===== config.mk =====
export PLATFORM = sky130hd
export DESIGN_NAME = stream_rr_arbiter
export DESIGN_NICKNAME = d
export VERILOG_FILES = /design/src/rtl/stream_rr_arbiter.sv
export SDC_FILE = /design/constraint.sdc
export NUM_CORES = 1
export LEC_CHECK = 0
export ABC_AREA = 1
export CAP_MARGIN = 20
export CORE_UTILIZATION = 39
export DETAILED_ROUTE_END_ITERATION = 16
export PLACE_DENSITY = 0.81
export SYNTH_ARGS = -nofsm -noshare
export SYNTH_HDL_FRONTEND = slang
export SYNTH_SLANG_ARGS = --single-unit

===== constraint.sdc =====
create_clock -name CLK -period 2 [get_ports CLK]
set_clock_uncertainty 0.05 [all_clocks]
set_input_delay 0.4 -clock CLK [delete_from_list [all_inputs] [get_ports CLK]]
set_output_delay 0.4 -clock CLK [all_outputs]
set_load 0.03 [all_outputs]

===== src/rtl/stream_rr_arbiter.sv =====
// Round-robin arbiter that merges several valid/ready word streams into one registered output.
// Each grant is held for a whole packet, or until MaxBeats words have passed and the grant is released by force.
module stream_rr_arbiter #(
    parameter int Width    = 32,
    parameter int Ports    = 4,
    parameter int MaxBeats = 16
) (
    input  logic                       CLK,
    input  logic                       RESET,
    input  logic [Ports-1:0]           ACTL,
    input  logic [Ports-1:0]           LASTL,
    input  logic [Ports*Width-1:0]     DI,
    output logic [Ports-1:0]           NEXTL,
    output logic                       ACTH,
    input  logic                       NEXTH,
    output logic [Width-1:0]           DO,
    output logic                       LASTH,
    output logic [$clog2(Ports)-1:0]   SRC,
    output logic                       FORCED
);

    localparam int SW = $clog2(Ports);

    typedef enum logic {IDLE, GRANT} state_t;

    state_t          state, state_next;
    logic [SW-1:0]   grant, grant_next;
    logic [SW-1:0]   ptr, ptr_next;
    logic [SW-1:0]   pick, cand, grant_inc;
    logic [7:0]      cnt, cnt_next;
    logic            any_req, free, take, release_forced, limit;
    logic            grant_act, grant_last;
    logic [Width-1:0] grant_data;

    assign free      = ~ACTH | NEXTH;
    assign grant_inc = (grant == SW'(Ports - 1)) ? '0 : grant + SW'(1);
    assign limit     = ({1'b0, cnt} + 9'd1) == 9'(MaxBeats);

    // Descending search so the candidate nearest to ptr is the one left standing.
    always_comb begin
        pick    = ptr;
        any_req = 1'b0;
        cand    = '0;
        for (int k = Ports - 1; k >= 0; k--) begin
            cand = SW'((int'(ptr) + k) % Ports);
            if (ACTL[cand]) begin
                pick    = cand;
                any_req = 1'b1;
            end
        end
    end

    always_comb begin
        grant_act  = 1'b0;
        grant_last = 1'b0;
        grant_data = '0;
        for (int i = 0; i < Ports; i++) begin
            if (grant == SW'(i)) begin
                grant_act  = ACTL[i];
                grant_last = LASTL[i];
                grant_data = DI[i*Width +: Width];
            end
        end
    end

    always_ff @(posedge CLK) begin
        if (RESET) begin
            state <= IDLE;
            grant <= '0;
            ptr   <= '0;
            cnt   <= '0;
        end else begin
            state <= state_next;
            grant <= grant_next;
            ptr   <= ptr_next;
            cnt   <= cnt_next;
        end
    end

    always_comb begin
        state_next     = state;
        grant_next     = grant;
        ptr_next       = ptr;
        cnt_next       = cnt;
        NEXTL          = '0;
        take           = 1'b0;
        release_forced = 1'b0;
        case (state)
            IDLE: begin
                if (any_req) begin
                    grant_next = pick;
                    cnt_next   = '0;
                    state_next = GRANT;
                end
            end
            GRANT: begin
                for (int i = 0; i < Ports; i++) begin
                    NEXTL[i] = (grant == SW'(i)) & free;
                end
                take = grant_act & free;
                if (take) begin
                    cnt_next = cnt + 8'd1;
                    if (grant_last || limit) begin
                        ptr_next       = grant_inc;
                        state_next     = IDLE;
                        release_forced = ~grant_last;
                    end
                end
            end
            default: state_next = IDLE;
        endcase
        // Nothing may be accepted while reset is held, even combinationally.
        if (RESET) begin
            NEXTL          = '0;
            take           = 1'b0;
            release_forced = 1'b0;
        end
    end

    always_ff @(posedge CLK) begin
        if (RESET) begin
            DO     <= '0;
            LASTH  <= 1'b0;
            SRC    <= '0;
            ACTH   <= 1'b0;
            FORCED <= 1'b0;
        end else begin
            FORCED <= release_forced;
            if (take) begin
                DO    <= grant_data;
                LASTH <= grant_last;
                SRC   <= grant;
                ACTH  <= 1'b1;
            end else if (NEXTH) begin
                ACTH <= 1'b0;
            end
        end
    end

endmodule


# Yosys cells after proc, flatten, opt, wreduce, memory -nomap -nowiden
# Index checks and enable logic that the tools add are counted.
[classes]
n_reduce_logical = 7
n_bitwise = 11
multipliers = 0
n_shift = 0
eq_ne = 6
mux = 42
div_mod_pow = 0
magnitude_cmp = 4
n_addsub = 6
[op_table]
columns = ["op", "count"]
rows = [
  ["$mux W32", 4],
  ["$mux W1", 23],
  ["$mux W8", 2],
  ["$pmux W8 S2", 1],
  ["$lt A2 B3 Y1 const B", 4],
  ["$mux W2", 5],
  ["$add A8 B1 Y9 const B", 1],
  ["$eq A9 B5 Y1 const B", 1],
  ["$add A8 B1 Y8 const B", 1],
  ["$bmux W1 S2", 4],
  ["$mux W4", 2],
  ["$and A1 B1 Y1", 5],
  ["$not A1 Y1", 5],
  ["$add A2 B1 Y2 const B", 2],
  ["$add A2 B2 Y2 const B", 2],
  ["$eq A2 B2 Y1 const B", 2],
  ["$reduce_and A2 Y1", 2],
  ["$reduce_or A4 Y1", 1],
  ["$reduce_and A3 Y1", 1],
  ["$eq A2 B1 Y1 const B", 1],
  ["$logic_not A2 Y1", 1],
  ["$ne A2 B1 Y1 const B", 1],
  ["$ne A2 B2 Y1 const B", 1],
  ["$pmux W1 S2", 1],
  ["3 further kinds", 3],
]
[totals]
wordCells = 85
ff_bits = 50
latch_bits = 0
mem_bits_rw = 0
output_inout_bits = 41
n_memories = 0
rom_bits = 0

# Logic depth before layout (Yosys ltp)
# Gate-level depths: netlist of the first run.
[depth]
ltp_word = 9
mapped_depth = 13

# Least setup slack after synthesis of the first run
# Ideal clock, no wire load.
[synth_path]
kind = "register to output"
startpoint = "reg grant[0]"
endpoint = "out NEXTL[3]"
n_path_buf = 2
t_arrival_ns = 1.709
path_stages_with_launch = 6
path_slack_ns = -0.159
path_cell_list = "dfxtp_1 ha_1 inv_2 buf_2 buf_1 nor3_1"
[synth_between]
elab_chain_cells = 4
[synth_lines]
columns = ["element", "line", "text"]
rows = [
  ["from (decl)", "27", "logic [SW-1:0] grant, grant_next;"],
  ["from (signal assigned)", "74", "grant <= grant_next;"],
  ["$eq A2 B2 Y1", "98", "NEXTL[i] = (grant == SW'(i)) & free;"],
  ["$and A1 B1 Y1", "98", ""],
  ["$mux W4", "88", "case (state)"],
  ["$mux W4", "113", "if (RESET) begin"],
  ["to (decl)", "13", "output logic [Ports-1:0] NEXTL,"],
]
# Every way passes these cells.

# Worst setup path after layout of the first run
[layout_path]
startpoint = "reg grant[0]"
endpoint = "out NEXTL[2]"
# The elaborated chain is that of the path after synthesis.

==> impl_results.html, run 1 <==
<table>
<tr><th>Metric</th><th>Value</th></tr>
<tr><th colspan="2">Outcome</th></tr>
<tr><td>Status</td><td>completed</td></tr>
<tr><th colspan="2">Synth</th></tr>
<tr><td>Synth top area share</td><td>0.3084</td></tr>
<tr><td>Leading area contributor after synthesis</td><td>sky130_fd_sc_hd__dfxtp_1</td></tr>
<tr><td>Commonest cells in the synthesized netlist</td><td>sky130_fd_sc_hd__nand2_1, sky130_fd_sc_hd__o21ai_0, sky130_fd_sc_hd__a21oi_1, sky130_fd_sc_hd__dfxtp_1, sky130_fd_sc_hd__nor2_1</td></tr>
<tr><td>Leading register cell type out of synthesis</td><td>sky130_fd_sc_hd__dfxtp_1</td></tr>
<tr><td>Total of flip-flops plus latches after synthesis</td><td>50</td></tr>
<tr><td>Post-synth cell types</td><td>33</td></tr>
<tr><td>Net count after synthesis</td><td>665</td></tr>
<tr><td>Most frequent cell after synthesis</td><td>sky130_fd_sc_hd__nand2_1</td></tr>
<tr><td>Synth top area cells</td><td>sky130_fd_sc_hd__dfxtp_1, sky130_fd_sc_hd__nand2_1, sky130_fd_sc_hd__o21ai_0, sky130_fd_sc_hd__a21oi_1, sky130_fd_sc_hd__nand3_1</td></tr>
<tr><td>Post-synthesis async set-or-reset flop share</td><td>0</td></tr>
<tr><td>Number of enable-type register cells in the synthesized netlist</td><td>0</td></tr>
<tr><td>Mean cell area of the mapped netlist</td><td>6.242 µm²</td></tr>
<tr><td>Warning count from the yosys run</td><td>0</td></tr>
<tr><td>Post-synthesis sequential area ratio</td><td>0.3084</td></tr>
<tr><td>Post-synthesis cell count</td><td>520</td></tr>
<tr><td>Netlist area before placement</td><td>0.003246 mm²</td></tr>
<tr><th colspan="2">Cells and area</th></tr>
<tr><td>Post-Layout Cell Count</td><td>799</td></tr>
<tr><td>Share of cells above drive strength 1</td><td>0.09039</td></tr>
<tr><td>Area grow syn2layout</td><td>67.04%</td></tr>
<tr><td>NumNets Final</td><td>841</td></tr>
<tr><td>Fraction of the core area covered by cells at the end of the flow</td><td>0.6873</td></tr>
<tr><td>Fill cell count</td><td>663</td></tr>
<tr><td>Inserted Diodes</td><td>0</td></tr>
<tr><th colspan="2">Floorplan</th></tr>
<tr><td>DIE AREA</td><td>0.008691 mm²</td></tr>
<tr><td>Starting density of the core</td><td>0.4115</td></tr>
<tr><td>Vertical die dimension</td><td>93.23 µm</td></tr>
<tr><td>Placeable core region</td><td>0.007888 mm²</td></tr>
<tr><td>Total I/O pin count</td><td>180</td></tr>
<tr><td>Chip width</td><td>93.23 µm</td></tr>
<tr><td>Number of core rows</td><td>32</td></tr>
<tr><th colspan="2">Clocking</th></tr>
<tr><td>Number of buffers inserted by hold repair at cts</td><td>0</td></tr>
<tr><td>CTS Root Buffer Type</td><td>sky130_fd_sc_hd__clkbuf_8</td></tr>
<tr><td>Insertion delay of the later-clocked pin in the worst-skew pair</td><td>310 ps</td></tr>
<tr><td>Depth of the CTS H-tree</td><td>2</td></tr>
<tr><td>Register clock-pin slew on the reported worst setup and hold paths</td><td>90 ps</td></tr>
<tr><td>Max clock buf depth</td><td>2</td></tr>
<tr><td>CTS tree</td><td>yes</td></tr>
<tr><td>Clock sinks</td><td>50</td></tr>
<tr><td>Number of buffers created by CTS</td><td>5</td></tr>
<tr><th colspan="2">Placed design</th></tr>
<tr><td>Routability congestion estimate from global placement</td><td>0.8954</td></tr>
<tr><td>Pre-CTS WS</td><td>-29.01 ps</td></tr>
<tr><td>Number of buffers inserted by port buffering</td><td>179</td></tr>
<tr><td>DP Wirelength</td><td>9122 µm</td></tr>
<tr><td>Dpl cells</td><td>790</td></tr>
<tr><th colspan="2">Timing</th></tr>
<tr><td>Maximum operating frequency</td><td>508.0 MHz</td></tr>
<tr><td>Setup-violating endpoint count in the final report</td><td>0</td></tr>
<tr><td>Final number of hold-violating endpoints</td><td>0</td></tr>
<tr><td>Pins over their slew limit</td><td>0</td></tr>
<tr><td>Setup slack of the critical path after layout</td><td>31.41 ps</td></tr>
<tr><td>Slew margin rel.</td><td>0.7462</td></tr>
<tr><td>Unrepaired setup endpoints after global routing</td><td>true</td></tr>
<tr><td>Share of the cycle needed by the critical path after routing</td><td>0.9843</td></tr>
<tr><td>Transition time of the tightest slew-check pin</td><td>379.5 ps</td></tr>
<tr><td>Final period demand of the worst path</td><td>1969 ps</td></tr>
<tr><th colspan="2">Setup path</th></tr>
<tr><td>Required time reported for the critical path endpoint</td><td>1550 ps</td></tr>
<tr><td>Worst path arrival time</td><td>1520 ps</td></tr>
<tr><td>Element type at the critical path end</td><td>output port</td></tr>
<tr><td>Slowest cell on the critical path</td><td>sky130_fd_sc_hd__dfxtp_4</td></tr>
<tr><td>Crit-path max cell delay</td><td>380 ps</td></tr>
<tr><td>Ordered list of cells on the worst path</td><td>inv_4 -&gt; ha_4 -&gt; inv_4 -&gt; buf_12 -&gt; nor3_4 -&gt; buf_6</td></tr>
<tr><td>Crit Path Class</td><td>reg -&gt; out</td></tr>
<tr><td>Most used cell along the critical path</td><td>sky130_fd_sc_hd__inv_4</td></tr>
<tr><td>Sum of buffers and inverters on the critical path</td><td>4</td></tr>
<tr><td>Register-to-register setup slack</td><td>110 ps</td></tr>
<tr><td>Startpoint types</td><td>register</td></tr>
<tr><td>Crit path max fanout</td><td>20</td></tr>
<tr><td>Worst path top cell family by delay</td><td>buffers and inverters</td></tr>
<tr><th colspan="2">Drt</th></tr>
<tr><td>Total detailed-routing wirelength</td><td>11660 µm</td></tr>
<tr><td>Post-detailed-route wirelength per cell</td><td>14.59 µm</td></tr>
<tr><td>Detailed router's first-iteration violation count</td><td>237</td></tr>
<tr><td>Detailed-routing iteration count for the pre-antenna-repair pass</td><td>5</td></tr>
<tr><td>Detailed-route DRC error count</td><td>0</td></tr>
<tr><td>Vias per std cell</td><td>5.198</td></tr>
<tr><td>Count of antenna-violating nets left after detailed routing</td><td>0</td></tr>
<tr><td>Via count of the routed design</td><td>4153</td></tr>
<tr><th colspan="2">GRT</th></tr>
<tr><td>Maximum number of pins on one net before global-route repair</td><td>33</td></tr>
<tr><td>Initial antenna violation count</td><td>0</td></tr>
<tr><td>Global routing usage summed across all routing layers</td><td>0.2742</td></tr>
<tr><td>GRT Residual Overflow</td><td>0</td></tr>
<tr><td>Wire length of the first global-routing pass</td><td>18530 µm</td></tr>
<tr><td>Via count of the first global-routing pass</td><td>3925</td></tr>
<tr><th colspan="2">Min path</th></tr>
<tr><td>Class of the tightest hold or removal check</td><td>reg -&gt; reg</td></tr>
<tr><th colspan="2">Flow run</th></tr>
<tr><td>Number of maximum-capacitance violations</td><td>0</td></tr>
<tr><th colspan="2">Pwr</th></tr>
<tr><td>Leak</td><td>2.287 nW</td></tr>
<tr><td>Power Total</td><td>0.004363 W</td></tr>
<tr><td>Pwr dens</td><td>804.8 mW/mm²</td></tr>
<tr><td>Peak supply drop</td><td>376.5 µV</td></tr>
</table>
[through the flow]
stage	setup TNS, ps	instance area, µm²	hold WS, ps
after floorplan	0	3256	408.6
after global placement	0	5192	405.4
final	0	5421	420.1
after detailed placement	-41.41	5192	407.1
after global routing	-46.98	5421	438.4
after CTS	0	5330	421.8
[layout by cell type (no fill, tap or decap), types with 2 or more instances in the layout]
| master | count |
|---|---|
| sky130_fd_sc_hd__nor3_4 | 2 |
| sky130_fd_sc_hd__o211ai_1 | 20 |
| sky130_fd_sc_hd__inv_1 | 19 |
| sky130_fd_sc_hd__o21ai_1 | 7 |
| sky130_fd_sc_hd__o31ai_1 | 3 |
| sky130_fd_sc_hd__inv_2 | 3 |
| sky130_fd_sc_hd__ha_4 | 3 |
| sky130_fd_sc_hd__clkdlybuf4s50_1 | 175 |
| sky130_fd_sc_hd__nand2_1 | 173 |
| sky130_fd_sc_hd__clkbuf_8 | 5 |
| sky130_fd_sc_hd__nor3_2 | 2 |
| sky130_fd_sc_hd__buf_4 | 22 |
| sky130_fd_sc_hd__nand2_2 | 4 |
| sky130_fd_sc_hd__dfxtp_1 | 48 |
| sky130_fd_sc_hd__xnor2_1 | 2 |
| sky130_fd_sc_hd__o22ai_1 | 2 |
| sky130_fd_sc_hd__a21oi_1 | 51 |
| sky130_fd_sc_hd__nor2_1 | 33 |
| sky130_fd_sc_hd__buf_6 | 4 |
| sky130_fd_sc_hd__nand3_1 | 30 |
| sky130_fd_sc_hd__ha_1 | 3 |
| sky130_fd_sc_hd__buf_12 | 3 |
| sky130_fd_sc_hd__nor3_1 | 2 |
| sky130_fd_sc_hd__inv_4 | 2 |
| sky130_fd_sc_hd__nor2_2 | 2 |
| sky130_fd_sc_hd__o21ai_0 | 56 |
| sky130_fd_sc_hd__nand4_1 | 5 |
[kinds of logic (layout without fill, tap and decap cells)]
| kind of cell | after synthesis | count (layout) | share of synthesized area |
|---|---|---|---|
| XOR/XNOR | 2 | 2 | 0.005398 |
| adder cells (fa/ha/maj) | 6 | 6 | 0.02313 |
| flip-flops | 50 | 50 | 0.3084 |
| AO/OA/AOI/OAI | 144 | 144 | 0.2471 |
| AND/OR/NAND/NOR | 257 | 257 | 0.3296 |
| buffers and inverters | 61 | 238 | 0.08635 |
[tightest hold or removal path, stage by stage (launching register included)]
cell	delay (ps)
sky130_fd_sc_hd__dfxtp_1	320
sky130_fd_sc_hd__nand2_1	60
sky130_fd_sc_hd__a21oi_1	50
[flip-flops by register name (all words and copies together) (netlist names)]
name	count
cnt	8
FORCED	1
LASTH	1
DO	32
SRC	2
ptr	2
ACTH	1
grant	2
state	1
[per-layer routing]
| metal | vias to the layer above | GRT usage | share of wire | routed length, µm |
|---|---|---|---|---|
| met2 | 159 | 0.4841 | 0.50 | 5835 |
| met1 | 1886 | 0.3143 | 0.40 | 4674 |
| li1 | 2082 | - | - | - |
| met4 | 0 | 0.1064 | 0.027 | 314 |
| met3 | 26 | 0.07154 | 0.072 | 835 |
| met5 | - | 0 | 0 | 0 |
[repair_timing]
item	CTS	global route
setup endpoints to repair	3	49
gates resized for setup	10	22
hold endpoints to repair	0	0
setup buffers	0	2
pin swaps	1	2
[final timing paths]
path | start | to | cells after the start
min reg2reg | DO[24]$_SDFFE_PP0P_ | DO[24]$_SDFFE_PP0P_ | 2
max | grant[0]$_SDFFE_PP0P_ | NEXTL[2] | 6
max reg2reg | grant[0]$_SDFFE_PP0P_ | FORCED$_SDFF_PP0_ | 10
min | DO[24]$_SDFFE_PP0P_ | DO[24]$_SDFFE_PP0P_ | 2
[final cells by class]
| type | instances | area, µm² | share of cell area |
|---|---|---|---|
| Clock inverter | 2 | 37.54 | 0.006924 |
| Tap cell | 102 | 127.6 | 0.02354 |
| Sequential cell | 50 | 1006 | 0.1856 |
| Timing Repair Buffer | 204 | 2022 | 0.3730 |
| Inverter | 26 | 115.1 | 0.02123 |
| Multi-Input combinational cell | 409 | 2041 | 0.3764 |
| Clock buffer | 6 | 72.57 | 0.01339 |
[where the power goes]
part | leakage [nW] | switching [W] | internal [W] | total, W
registers | 0.408 | 0.0000994 | 0.00115 | 0.00125
logic | 1.83 | 0.00138 | 0.00101 | 0.00239
clock network | 0.0514 | 0.000350 | 0.000374 | 0.000723
Power figures use the tool's default switching activity.
==> run 2: changes to the inputs <==
Settings changed: CELL_PAD_IN_SITES_DETAIL_PLACEMENT from default to 1, CELL_PAD_IN_SITES_GLOBAL_PLACEMENT from default to 1, CORE_UTILIZATION 39 to 25, PLACE_DENSITY 0.81 to default, PLACE_DENSITY_LB_ADDON from default to 0.1, REMOVE_ABC_BUFFERS from default to 1.
==> impl_results.html, run 2 (synthesized netlist as in run 1, its figures left out) <==
<table>
<tr><th>Metric</th><th>Value</th></tr>
<tr><th colspan="2">Pwr</th></tr>
<tr><td>Switching share of power</td><td>0.4114 (was 0.4184)</td></tr>
<tr><td>Psw</td><td>0.001887 W (was 0.001825 W)</td></tr>
<tr><td>Leak</td><td>2.358 nW (was 2.287 nW)</td></tr>
<tr><td>Clock network fraction of design power</td><td>0.181 (was 0.166)</td></tr>
<tr><td>Internal power summed over all cells</td><td>0.002700 W (was 0.002538 W)</td></tr>
<tr><td>Power share of the sequential group</td><td>0.276 (was 0.287)</td></tr>
<tr><td>Peak supply drop</td><td>379.7 µV (was 376.5 µV)</td></tr>
<tr><td>Portion of total power attributed to combinational logic</td><td>0.543 (was 0.548)</td></tr>
<tr><td>Pwr dens</td><td>812.4 mW/mm² (was 804.8 mW/mm²)</td></tr>
<tr><th colspan="2">Timing</th></tr>
<tr><td>Setup total negative slack</td><td>0 ps (unchanged)</td></tr>
<tr><td>Share of the cycle needed by the critical path after routing</td><td>0.9641 (was 0.9843)</td></tr>
<tr><td>Pins over their slew limit</td><td>0 (unchanged)</td></tr>
<tr><td>Slew margin rel.</td><td>0.7398 (was 0.7462)</td></tr>
<tr><td>Unrepaired setup endpoints after global routing</td><td>true (unchanged)</td></tr>
<tr><td>Final number of hold-violating endpoints</td><td>0 (unchanged)</td></tr>
<tr><td>Transition time of the tightest slew-check pin</td><td>389.1 ps (was 379.5 ps)</td></tr>
<tr><td>Maximum operating frequency</td><td>518.6 MHz (was 508.0 MHz)</td></tr>
<tr><td>Setup-violating endpoint count in the final report</td><td>0 (unchanged)</td></tr>
<tr><td>Worst hold slack across all endpoints</td><td>417.2 ps (was 420.1 ps)</td></tr>
<tr><td>Final period demand of the worst path</td><td>1928 ps (was 1969 ps)</td></tr>
<tr><th colspan="2">Setup path</th></tr>
<tr><td>Startpoint types</td><td>register (unchanged)</td></tr>
<tr><td>Crit Path Class</td><td>reg -&gt; out (unchanged)</td></tr>
<tr><td>Worst path arrival time</td><td>1480 ps (was 1520 ps)</td></tr>
<tr><td>Capturing point of the worst reg2reg path</td><td>DO[29]$_SDFFE_PP0P_ (was FORCED$_SDFF_PP0_)</td></tr>
<tr><td>Register-to-register setup slack</td><td>120 ps (was 110 ps)</td></tr>
<tr><td>Required time reported for the critical path endpoint</td><td>1550 ps (about the same)</td></tr>
<tr><td>Origin of the critical flop-to-flop path</td><td>grant[0]$_SDFFE_PP0P_ (unchanged)</td></tr>
<tr><td>Critical Path Source</td><td>grant[0]$_SDFFE_PP0P_ (unchanged)</td></tr>
<tr><td>Crit path max fanout</td><td>6 (was 20)</td></tr>
<tr><td>Worst R2R Path Depth</td><td>13 (was 10)</td></tr>
<tr><td>Crit path capture</td><td>NEXTL[2] (unchanged)</td></tr>
<tr><td>Element type at the critical path end</td><td>output port (unchanged)</td></tr>
<tr><th colspan="2">Drt</th></tr>
<tr><td>Detailed-routing iteration count for the pre-antenna-repair pass</td><td>5 (unchanged)</td></tr>
<tr><td>Post-detailed-route wirelength per cell</td><td>15.66 µm (was 14.59 µm)</td></tr>
<tr><td>Vias per std cell</td><td>4.789 (was 5.198)</td></tr>
<tr><td>Detailed-route DRC error count</td><td>0 (unchanged)</td></tr>
<tr><td>Detailed router's first-iteration violation count</td><td>110 (was 237)</td></tr>
<tr><td>Via count of the routed design</td><td>4214 (was 4153)</td></tr>
<tr><td>Total detailed-routing wirelength</td><td>13780 µm (was 11660 µm)</td></tr>
<tr><td>Count of antenna-violating nets left after detailed routing</td><td>0 (unchanged)</td></tr>
<tr><th colspan="2">Placed design</th></tr>
<tr><td>DP Wirelength</td><td>10380 µm (was 9122 µm)</td></tr>
<tr><td>Number of buffers inserted by port buffering</td><td>179 (unchanged)</td></tr>
<tr><td>Routability congestion estimate from global placement</td><td>0.7534 (was 0.8954)</td></tr>
<tr><th colspan="2">Floorplan</th></tr>
<tr><td>Placeable core region</td><td>0.01262 mm² (was 0.007888 mm²)</td></tr>
<tr><td>DIE AREA</td><td>0.01344 mm² (was 0.008691 mm²)</td></tr>
<tr><td>Total I/O pin count</td><td>180 (unchanged)</td></tr>
<tr><td>Vertical die dimension</td><td>115.9 µm (was 93.23 µm)</td></tr>
<tr><td>Starting density of the core</td><td>0.2572 (was 0.4115)</td></tr>
<tr><td>Number of core rows</td><td>41 (was 32)</td></tr>
<tr><td>Chip width</td><td>115.9 µm (was 93.23 µm)</td></tr>
<tr><th colspan="2">GRT</th></tr>
<tr><td>Wire length of the first global-routing pass</td><td>20780 µm (was 18530 µm)</td></tr>
<tr><td>Global routing usage summed across all routing layers</td><td>0.1998 (was 0.2742)</td></tr>
<tr><td>Initial antenna violation count</td><td>0 (unchanged)</td></tr>
<tr><td>Via count of the first global-routing pass</td><td>4196 (was 3925)</td></tr>
<tr><td>GRT Residual Overflow</td><td>0 (unchanged)</td></tr>
<tr><td>Maximum number of pins on one net before global-route repair</td><td>35 (was 33)</td></tr>
<tr><th colspan="2">Outcome</th></tr>
<tr><td>Status</td><td>completed (unchanged)</td></tr>
<tr><th colspan="2">Flow run</th></tr>
<tr><td>Number of maximum-capacitance violations</td><td>0 (unchanged)</td></tr>
<tr><th colspan="2">Clocking</th></tr>
<tr><td>Max clock buf depth</td><td>2 (unchanged)</td></tr>
<tr><td>Depth of the CTS H-tree</td><td>2 (unchanged)</td></tr>
<tr><td>Clock sinks</td><td>50 (unchanged)</td></tr>
<tr><td>Number of buffers inserted by hold repair at cts</td><td>0 (unchanged)</td></tr>
<tr><td>CTS tree</td><td>yes (unchanged)</td></tr>
<tr><td>Number of buffers created by CTS</td><td>5 (unchanged)</td></tr>
<tr><td>CTS Root Buffer Type</td><td>sky130_fd_sc_hd__clkbuf_16 (was sky130_fd_sc_hd__clkbuf_8)</td></tr>
<tr><td>Register clock-pin slew on the reported worst setup and hold paths</td><td>60 ps (was 90 ps)</td></tr>
<tr><td>Insertion delay of the later-clocked pin in the worst-skew pair</td><td>290 ps (was 310 ps)</td></tr>
<tr><th colspan="2">Min path</th></tr>
<tr><td>Class of the tightest hold or removal check</td><td>reg -&gt; reg (unchanged)</td></tr>
<tr><th colspan="2">Cells and area</th></tr>
<tr><td>Max reg flops</td><td>32 (unchanged)</td></tr>
<tr><td>Fraction of the core area covered by cells at the end of the flow</td><td>0.4474 (was 0.6873)</td></tr>
<tr><td>Area grow syn2layout</td><td>73.94% (was 67.04%)</td></tr>
<tr><td>Fill cell count</td><td>1619 (was 663)</td></tr>
<tr><td>NumNets Final</td><td>853 (was 841)</td></tr>
<tr><td>Most common cell after layout, fill and taps aside</td><td>sky130_fd_sc_hd__clkdlybuf4s50_1 (unchanged)</td></tr>
<tr><td>Inserted Diodes</td><td>0 (unchanged)</td></tr>
<tr><td>Most frequent cells in the layout</td><td>sky130_fd_sc_hd__clkdlybuf4s50_1, sky130_fd_sc_hd__nand2_1, sky130_fd_sc_hd__o21ai_0 (unchanged)</td></tr>
<tr><td>Sequential cell area</td><td>0.001008 mm² (was 0.001006 mm²)</td></tr>
<tr><td>Share of cells above drive strength 1</td><td>0.1045 (was 0.09039)</td></tr>
<tr><td>Register with the most flip-flops</td><td>DO (unchanged)</td></tr>
<tr><td>Multi-input logic area</td><td>0.002039 mm² (was 0.002041 mm²)</td></tr>
<tr><td>Registers with the highest flip-flop counts</td><td>DO x32, cnt x8 (unchanged)</td></tr>
</table>
==> run 2: cell types whose count changed in the layout (fill, tap and decap cells not counted), sizes merged <==
cell	before	now
buf	29	39
bufinv	1	0
clkbuf	6	9
inv	26	24
clkinv	0	1
==> run 2: critical path, cell delays in order, from the launching register on <==
cell and delay, ps:
sky130_fd_sc_hd__dfxtp_4 380, sky130_fd_sc_hd__inv_6 90, sky130_fd_sc_hd__ha_4 180, sky130_fd_sc_hd__clkinvlp_4 170, sky130_fd_sc_hd__nor3_2 200, sky130_fd_sc_hd__buf_4 170
==> run 2: how the worst min path moves through the flow <==
stage                              startpoint  cells after the start                  end  slack (ps)
after CTS                 DO[28]$_SDFFE_PP0P_                      2  DO[28]$_SDFFE_PP0P_         430
final                     DO[29]$_SDFFE_PP0P_                      2  DO[29]$_SDFFE_PP0P_         420
after detailed placement  DO[29]$_SDFFE_PP0P_                      2  DO[29]$_SDFFE_PP0P_         410
after global routing      DO[31]$_SDFFE_PP0P_                      2  DO[31]$_SDFFE_PP0P_         440
after floorplan           cnt[7]$_SDFFE_PP0P_                      2  cnt[7]$_SDFFE_PP0P_         410
after global placement    DO[24]$_SDFFE_PP0P_                      2  DO[24]$_SDFFE_PP0P_         400
==> run 2: timing repair <==
item                                    in CTS  in global routing
pin swaps                                    0                  5
resized for setup                            6                 22
endpoints found under the hold margin        0                  0
setup buffers                                0                  8
gates cloned                                 0                  3
endpoints found under the setup margin      14                 39
==> run 2: power groups by stage <==
| stage | Combinational (W) | Clock (W) | Sequential, W |
|---|---|---|---|
| floorplan | 0.00102 | 0 | 0.00151 |
| global placement | 0.00233 | 0 | 0.00126 |
| detailed placement | 0.00236 | 0 | 0.00127 |
| CTS | 0.00238 | 0.000843 | 0.00125 |
| global route | 0.00275 | 0.000887 | 0.00129 |
| finish | 0.00249 | 0.000829 | 0.00127 |
==> run 2: layout make-up <==
cell class | instances | share of cell area
clock buffers | 7 | 0.02349
inverters | 26 | 0.02238
multi-input cells | 409 | 0.3613
flip-flops and latches | 50 | 0.1786
well taps | 172 | 0.03812
repair buffers | 216 | 0.3761
==> run 2: layer usage <==
metal  part of all wire  GRT usage
met1               0.40     0.2135
met2               0.53     0.3873
met3              0.063    0.05282
met4              0.010    0.04530
met5                  0          0
==> run 2: through the flow <==
stage	area [µm²]	total power, W	std cells	worst slack, ps
2_1_floorplan	3068	0.002531	485	-905.6
3_3_place_gp	5285	0.003588	862	-11.40
3_5_place_dp	5285	0.003631	862	-72.60
4_1_cts	5434	0.004480	869	9.751
5_1_grt	5645	0.004922	880	-26.67
6_report	5645	0.004586	880	71.83
